## src/rtl/alu_sequencer.sv

```systemverilog
// rtl/alu_sequencer.sv - RV32I OP/OP-IMM decode and ALU sequencing with writeback handshake
module alu_sequencer #(
  parameter int XLEN = 32
) (
  input  logic            clk,
  input  logic            rst_n,
  input  logic            instr_valid,
  output logic            instr_ready,
  input  logic [31:0]     instr,
  input  logic [XLEN-1:0] rs1_data,
  input  logic [XLEN-1:0] rs2_data,
  output logic            alu_enable_n,
  output logic [2:0]      alu_opcode,
  output logic            alu_signal,
  output logic [XLEN-1:0] alu_a,
  output logic [XLEN-1:0] alu_b,
  input  logic [XLEN-1:0] alu_result,
  output logic            wb_valid,
  input  logic            wb_ready,
  output logic [4:0]      wb_rd,
  output logic [XLEN-1:0] wb_data,
  output logic            wb_illegal,
  output logic [31:0]     retired
);

  typedef enum logic [1:0] {
    IDLE = 2'd0,
    EXEC = 2'd1,
    WB   = 2'd2
  } state_t;

  localparam logic [6:0] OPC_OP     = 7'b0110011;
  localparam logic [6:0] OPC_OP_IMM = 7'b0010011;
  localparam logic [6:0] F7_ZERO    = 7'b0000000;
  localparam logic [6:0] F7_ALT     = 7'b0100000;

  state_t          state_q, state_d;
  logic [4:0]      rd_q, rd_d;
  logic [2:0]      op_q, op_d;
  logic            sig_q, sig_d;
  logic [XLEN-1:0] a_q, a_d;
  logic [XLEN-1:0] b_q, b_d;
  logic            illegal_q, illegal_d;
  logic [XLEN-1:0] wb_data_q, wb_data_d;
  logic [31:0]     retired_q, retired_d;

  logic [6:0]      opcode;
  logic [2:0]      funct3;
  logic [6:0]      funct7;
  logic            dec_legal;
  logic            dec_sig;
  logic [XLEN-1:0] dec_b;
  logic            unused_rs_fields;

  assign opcode = instr[6:0];
  assign funct3 = instr[14:12];
  assign funct7 = instr[31:25];

  // Register specifiers arrive pre-read as rs1_data/rs2_data, so the index fields are not needed.
  assign unused_rs_fields = ^instr[19:15];

  // Decode the offered instruction into ALU controls and a legality flag.
  always_comb begin
    dec_legal = 1'b0;
    dec_sig   = 1'b0;
    dec_b     = '0;
    if (opcode == OPC_OP) begin
      dec_b = rs2_data;
      if (funct7 == F7_ZERO) begin
        dec_legal = 1'b1;
      end else if (funct7 == F7_ALT && (funct3 == 3'd0 || funct3 == 3'd5)) begin
        dec_legal = 1'b1;
        dec_sig   = 1'b1;
      end
    end else if (opcode == OPC_OP_IMM) begin
      dec_b = {{(XLEN-12){instr[31]}}, instr[31:20]};
      case (funct3)
        3'd1: dec_legal = (funct7 == F7_ZERO);
        3'd5: begin
          dec_legal = (funct7 == F7_ZERO) || (funct7 == F7_ALT);
          dec_sig   = instr[30];
        end
        default: dec_legal = 1'b1;
      endcase
    end
  end

  // Next-state and latched-field update for the IDLE/EXEC/WB sequence.
  always_comb begin
    state_d   = state_q;
    rd_d      = rd_q;
    op_d      = op_q;
    sig_d     = sig_q;
    a_d       = a_q;
    b_d       = b_q;
    illegal_d = illegal_q;
    wb_data_d = wb_data_q;
    retired_d = retired_q;
    case (state_q)
      IDLE: begin
        if (instr_valid) begin
          rd_d      = instr[11:7];
          illegal_d = ~dec_legal;
          op_d      = dec_legal ? funct3 : 3'd0;
          sig_d     = dec_legal & dec_sig;
          a_d       = dec_legal ? rs1_data : '0;
          b_d       = dec_legal ? dec_b : '0;
          wb_data_d = '0;
          state_d   = dec_legal ? EXEC : WB;
        end
      end
      EXEC: begin
        // x0 writes are forced to zero so downstream never sees a nonzero x0 value.
        wb_data_d = (rd_q == 5'd0) ? '0 : alu_result;
        state_d   = WB;
      end
      WB: begin
        if (wb_ready) begin
          if (!illegal_q) begin
            retired_d = retired_q + 32'd1;
          end
          state_d = IDLE;
        end
      end
      default: state_d = IDLE;
    endcase
  end

  // State and latched-field registers; reset aborts any in-flight instruction.
  always_ff @(posedge clk or negedge rst_n) begin
    if (!rst_n) begin
      state_q   <= IDLE;
      rd_q      <= '0;
      op_q      <= '0;
      sig_q     <= 1'b0;
      a_q       <= '0;
      b_q       <= '0;
      illegal_q <= 1'b0;
      wb_data_q <= '0;
      retired_q <= '0;
    end else begin
      state_q   <= state_d;
      rd_q      <= rd_d;
      op_q      <= op_d;
      sig_q     <= sig_d;
      a_q       <= a_d;
      b_q       <= b_d;
      illegal_q <= illegal_d;
      wb_data_q <= wb_data_d;
      retired_q <= retired_d;
    end
  end

  // ALU controls are driven only while executing; otherwise they are held at zero.
  always_comb begin
    instr_ready  = (state_q == IDLE);
    alu_enable_n = 1'b1;
    alu_opcode   = 3'd0;
    alu_signal   = 1'b0;
    alu_a        = '0;
    alu_b        = '0;
    if (state_q == EXEC) begin
      alu_enable_n = 1'b0;
      alu_opcode   = op_q;
      alu_signal   = sig_q;
      alu_a        = a_q;
      alu_b        = b_q;
    end
    wb_valid   = (state_q == WB);
    wb_rd      = rd_q;
    wb_data    = wb_data_q;
    wb_illegal = illegal_q;
    retired    = retired_q;
  end

endmodule

```

## config.mk

```make
export PLATFORM = sky130hd
export DESIGN_NAME = alu_sequencer
export DESIGN_NICKNAME = d
export VERILOG_FILES = /design/src/rtl/alu_sequencer.sv
export SDC_FILE = /design/constraint.sdc
export NUM_CORES = 1
export LEC_CHECK = 0
export ABC_AREA = 1
export CAP_MARGIN = 20
export CORE_MARGIN = 2
export CORE_UTILIZATION = 45
export DETAILED_ROUTE_END_ITERATION = 8
export PLACE_DENSITY = 0.87
export SLEW_MARGIN = 20
export SYNTH_ARGS = -nofsm -noshare
export SYNTH_HDL_FRONTEND = slang
export SYNTH_SLANG_ARGS = --single-unit
```

## constraint.sdc

```tcl
create_clock -name clk -period 2 [get_ports clk]
set_clock_uncertainty 0.2 [all_clocks]
set_input_delay 0.4 -clock clk [delete_from_list [all_inputs] [get_ports clk]]
set_output_delay 0.4 -clock clk [all_outputs]
set_load 0.05 [all_outputs]
```

==> flow_metrics.env <==
export IMPL_drtAntennaViolNets=0
export IMPL_io_buffers=267
export IMPL_post_dp_hpwl_um=16650
export IMPL_crit_family="flip-flops"
export IMPL_violations="setup timing"
export IMPL_grt_pass1_vias=8066
export IMPL_pwr_density_cell_nw_per_um2=615.0
export IMPL_fin_nets=1414
export IMPL_io_pins=273
export IMPL_synthCells=992
export IMPL_cp_max_fo=5
export IMPL_setup_viol=71
export IMPL_cts_sinks=140
export IMPL_total_power_mw=7.619
export IMPL_synth_most_common_cell="nand2_1"
export IMPL_drc=0
export IMPL_area_delta_synth_final_pct=68.80
export IMPL_synth_seq_cells=140
export IMPL_ys_top_cells_by_count="nand2_1, nor2_1, dfrtp_1"
export IMPL_worst_slack_ns=-0.1990
export IMPL_peakVddDrop_v=0.0006177
export IMPL_worstPathArrival_ns=1.60
export IMPL_synth_warnings=0
export IMPL_grt_max_degree=69
export IMPL_start_util=0.4620
export IMPL_cp_required_ns=1.40
export IMPL_routedWlPerCell_um=17.31
export IMPL_gr_total_overflow=0
export IMPL_num_vias=8092
export IMPL_cts_made_buffers=17
export IMPL_synth_edf_count=0
export IMPL_routed_via_density=5.362
export IMPL_hold_path_class="in2async"
export IMPL_wirelength_um=26130
export IMPL_hold_viol=0
export IMPL_crit_buf_inv=2
export IMPL_first_iter_violations=803
export IMPL_grtUsageTotal=0.2926
export IMPL_ys_types=32
export IMPL_critical_path_cell_chain="nand2_8 > clkbuf_16 > nor2_2 > buf_12"
export IMPL_rsz0062_at_grt="true"
export IMPL_drt_pass1_iter_count=6
export IMPL_critPathLaunchType="register"
export IMPL_power_leakage_nw=5.693
export IMPL_post_route_period_util=1.099
export IMPL_synthArstFlopShare=1.000
export IMPL_worst_setup_path_end_kind="output port"
export IMPL_critPathSlowestCell="dfrtp_2"
export IMPL_clk_latency_ns=0.42
export IMPL_clockRootBuffer="clkbuf_16"
export IMPL_relSlewSlack=0.6750
export IMPL_status="complete, but fails checks"
export IMPL_layoutNonFillerInstCount=1509
export IMPL_yosysSeqAreaShare=0.4773
export IMPL_avgSynthCellArea_um2=7.399
export IMPL_drive_gt1_frac=0.2577
export IMPL_antenna_found_initial=1
export IMPL_dp_cells=1462
export IMPL_place_congestion=0.8804
export IMPL_coreArea_um2=15890
export IMPL_ys_flop_type="dfrtp_1"
export IMPL_fillers=1036
export IMPL_die_h_um=131.7
export IMPL_path_clk_slew_ns=0.06
export IMPL_tightestPinTransition_ns=0.4875
export IMPL_synth_top_area_cell="dfrtp_1"
export IMPL_die_x_um=131.7
export IMPL_synth_nets=1125
export IMPL_grt_pass1_wl_um=40800
export IMPL_yosysTopAreaCellShare=0.4773
export IMPL_crit_type="reg2out"
export IMPL_fin_crit_ns=2.199
export IMPL_slowest_delay_ns=0.52
export IMPL_synth_area_um2=7340
export IMPL_cts_path_max_buffers=2
export IMPL_die_area_um2=17350
export IMPL_maxSlewViolCount=0
export IMPL_num_rows=46
export IMPL_timing_fmax_ghz=0.4548
export IMPL_ys_top_cells_by_area="dfrtp_1, nand2_1, nor2_1"
export IMPL_htreeDepth=4
export IMPL_drv_cap=0
export IMPL_cts_tree="done"
## per-layer routing
| metal | track usage | wire length [um] | vias up | share of wire |
|---|---|---|---|---|
| met1 | 0.3453 | 9469 | 3793 | 0.36 |
| met2 | 0.4948 | 13410 | 483 | 0.51 |
| met5 | 0 | 0 | - | 0 |
| met4 | 0.1310 | 953 | 0 | 0.036 |
| li1 | - | - | 3716 | - |
| met3 | 0.08681 | 2293 | 100 | 0.088 |
## report_power, final
group / internal (mW) / leakage, nW / switching [mW]
Sequential: 2.92 / 1.92 / 0.116
Clock: 2.02 / 0.285 / 1.24
Combinational: 0.512 / 3.49 / 0.817
Total: 5.45 / 5.69 / 2.17
## registers in the layout, summed over array words and instances (netlist names)
signal	cells
state_q	2
retired	32
a_q	32
wb_rd	5
b_q	32
sig_q	1
wb_illegal	1
op_q	3
wb_data	32
## cell families (layout without fill, tap and decap cells)
| kind of cell | after synthesis | in the layout | share of synthesized area |
|---|---|---|---|
| buf+inv | 168 | 467 | 0.09444 |
| xor+xnor | 23 | 23 | 0.02745 |
| flops | 140 | 140 | 0.4773 |
| other cells | 0 | 1 | 0 |
| fa+ha+maj | 1 | 1 | 0.001704 |
| compound gates | 52 | 52 | 0.03699 |
| simple gates | 608 | 609 | 0.3621 |
## what timing repair did
item / in CTS / in global routing
buffers inserted: 3 / 4
hold buffers: 1 / 0
gates resized for setup: 44 / 40
cloned: 3 / 5
pin swaps: 0 / 2
endpoints found under the hold margin: 42 / 0
setup endpoints to repair: 69 / 87
## final cells by class
| cell class | count | area [um^2] | share of cell area |
|---|---|---|---|
| repair buffers | 329 | 3930 | 0.3172 |
| multi-input cells | 685 | 3670 | 0.2962 |
| flip-flops and latches | 140 | 3507 | 0.2831 |
| clock buffers | 20 | 456.7 | 0.03686 |
| inverters | 108 | 412.9 | 0.03333 |
| well taps | 216 | 270.3 | 0.02181 |
| clock inverters | 10 | 140.1 | 0.01131 |
| diodes | 1 | 2.502 | 0.0002020 |
## worst paths after layout
check / from / cells past startpoint / to / slack [ns]
setup / recovery: state_q[0]$_DFFE_PN0P_ / 4 / alu_a[11] / -0.20
hold / removal: rst_n / 2 / a_q[2]$_DFFE_PN0P_ / 0.28
setup reg to reg: state_q[1]$_DFFE_PN0P_ / 10 / retired[26]$_DFFE_PN0P_ / 0.05
hold reg to reg: b_q[12]$_DFFE_PN0P_ / 2 / b_q[12]$_DFFE_PN0P_ / 0.28
max in group asynchronous: rst_n / 3 / wb_data[11]$_DFFE_PN0P_ / 0.70
min in group clk: b_q[12]$_DFFE_PN0P_ / 2 / b_q[12]$_DFFE_PN0P_ / 0.28
## stage by stage
stage               instance area, um^2  setup TNS, ns  setup WS, ns  hold slack [ns]    util
floorplan                          7541         -11.15       -0.2024         -0.09559       -
CTS                               12110         -10.11       -0.1885           0.2758  0.7622
global placement                  11210         -14.94       -0.2366           0.1731  0.7059
global route                      12390         -15.35       -0.2485           0.2978  0.7799
detailed placement                11210         -18.56       -0.3311           0.1704  0.7059
finish                            12390         -11.24       -0.1990           0.2771  0.7799
## layout by cell type, fill, tap and decap left out, types with 4 or more instances in the layout
cell type,n
nor2_2,25
inv_1,105
nand2_1,278
nor2_1,84
nor2_4,52
nor3_1,4
buf_12,80
buf_16,4
xnor2_1,7
o21ai_0,47
nand3b_1,5
nand3_1,79
buf_4,111
xor2_1,16
clkbuf_16,19
clkdlybuf4s50_1,125
buf_6,4
dfrtp_1,137
nand4_1,63
No activity file was read; power rests on OpenSTA's default activity.
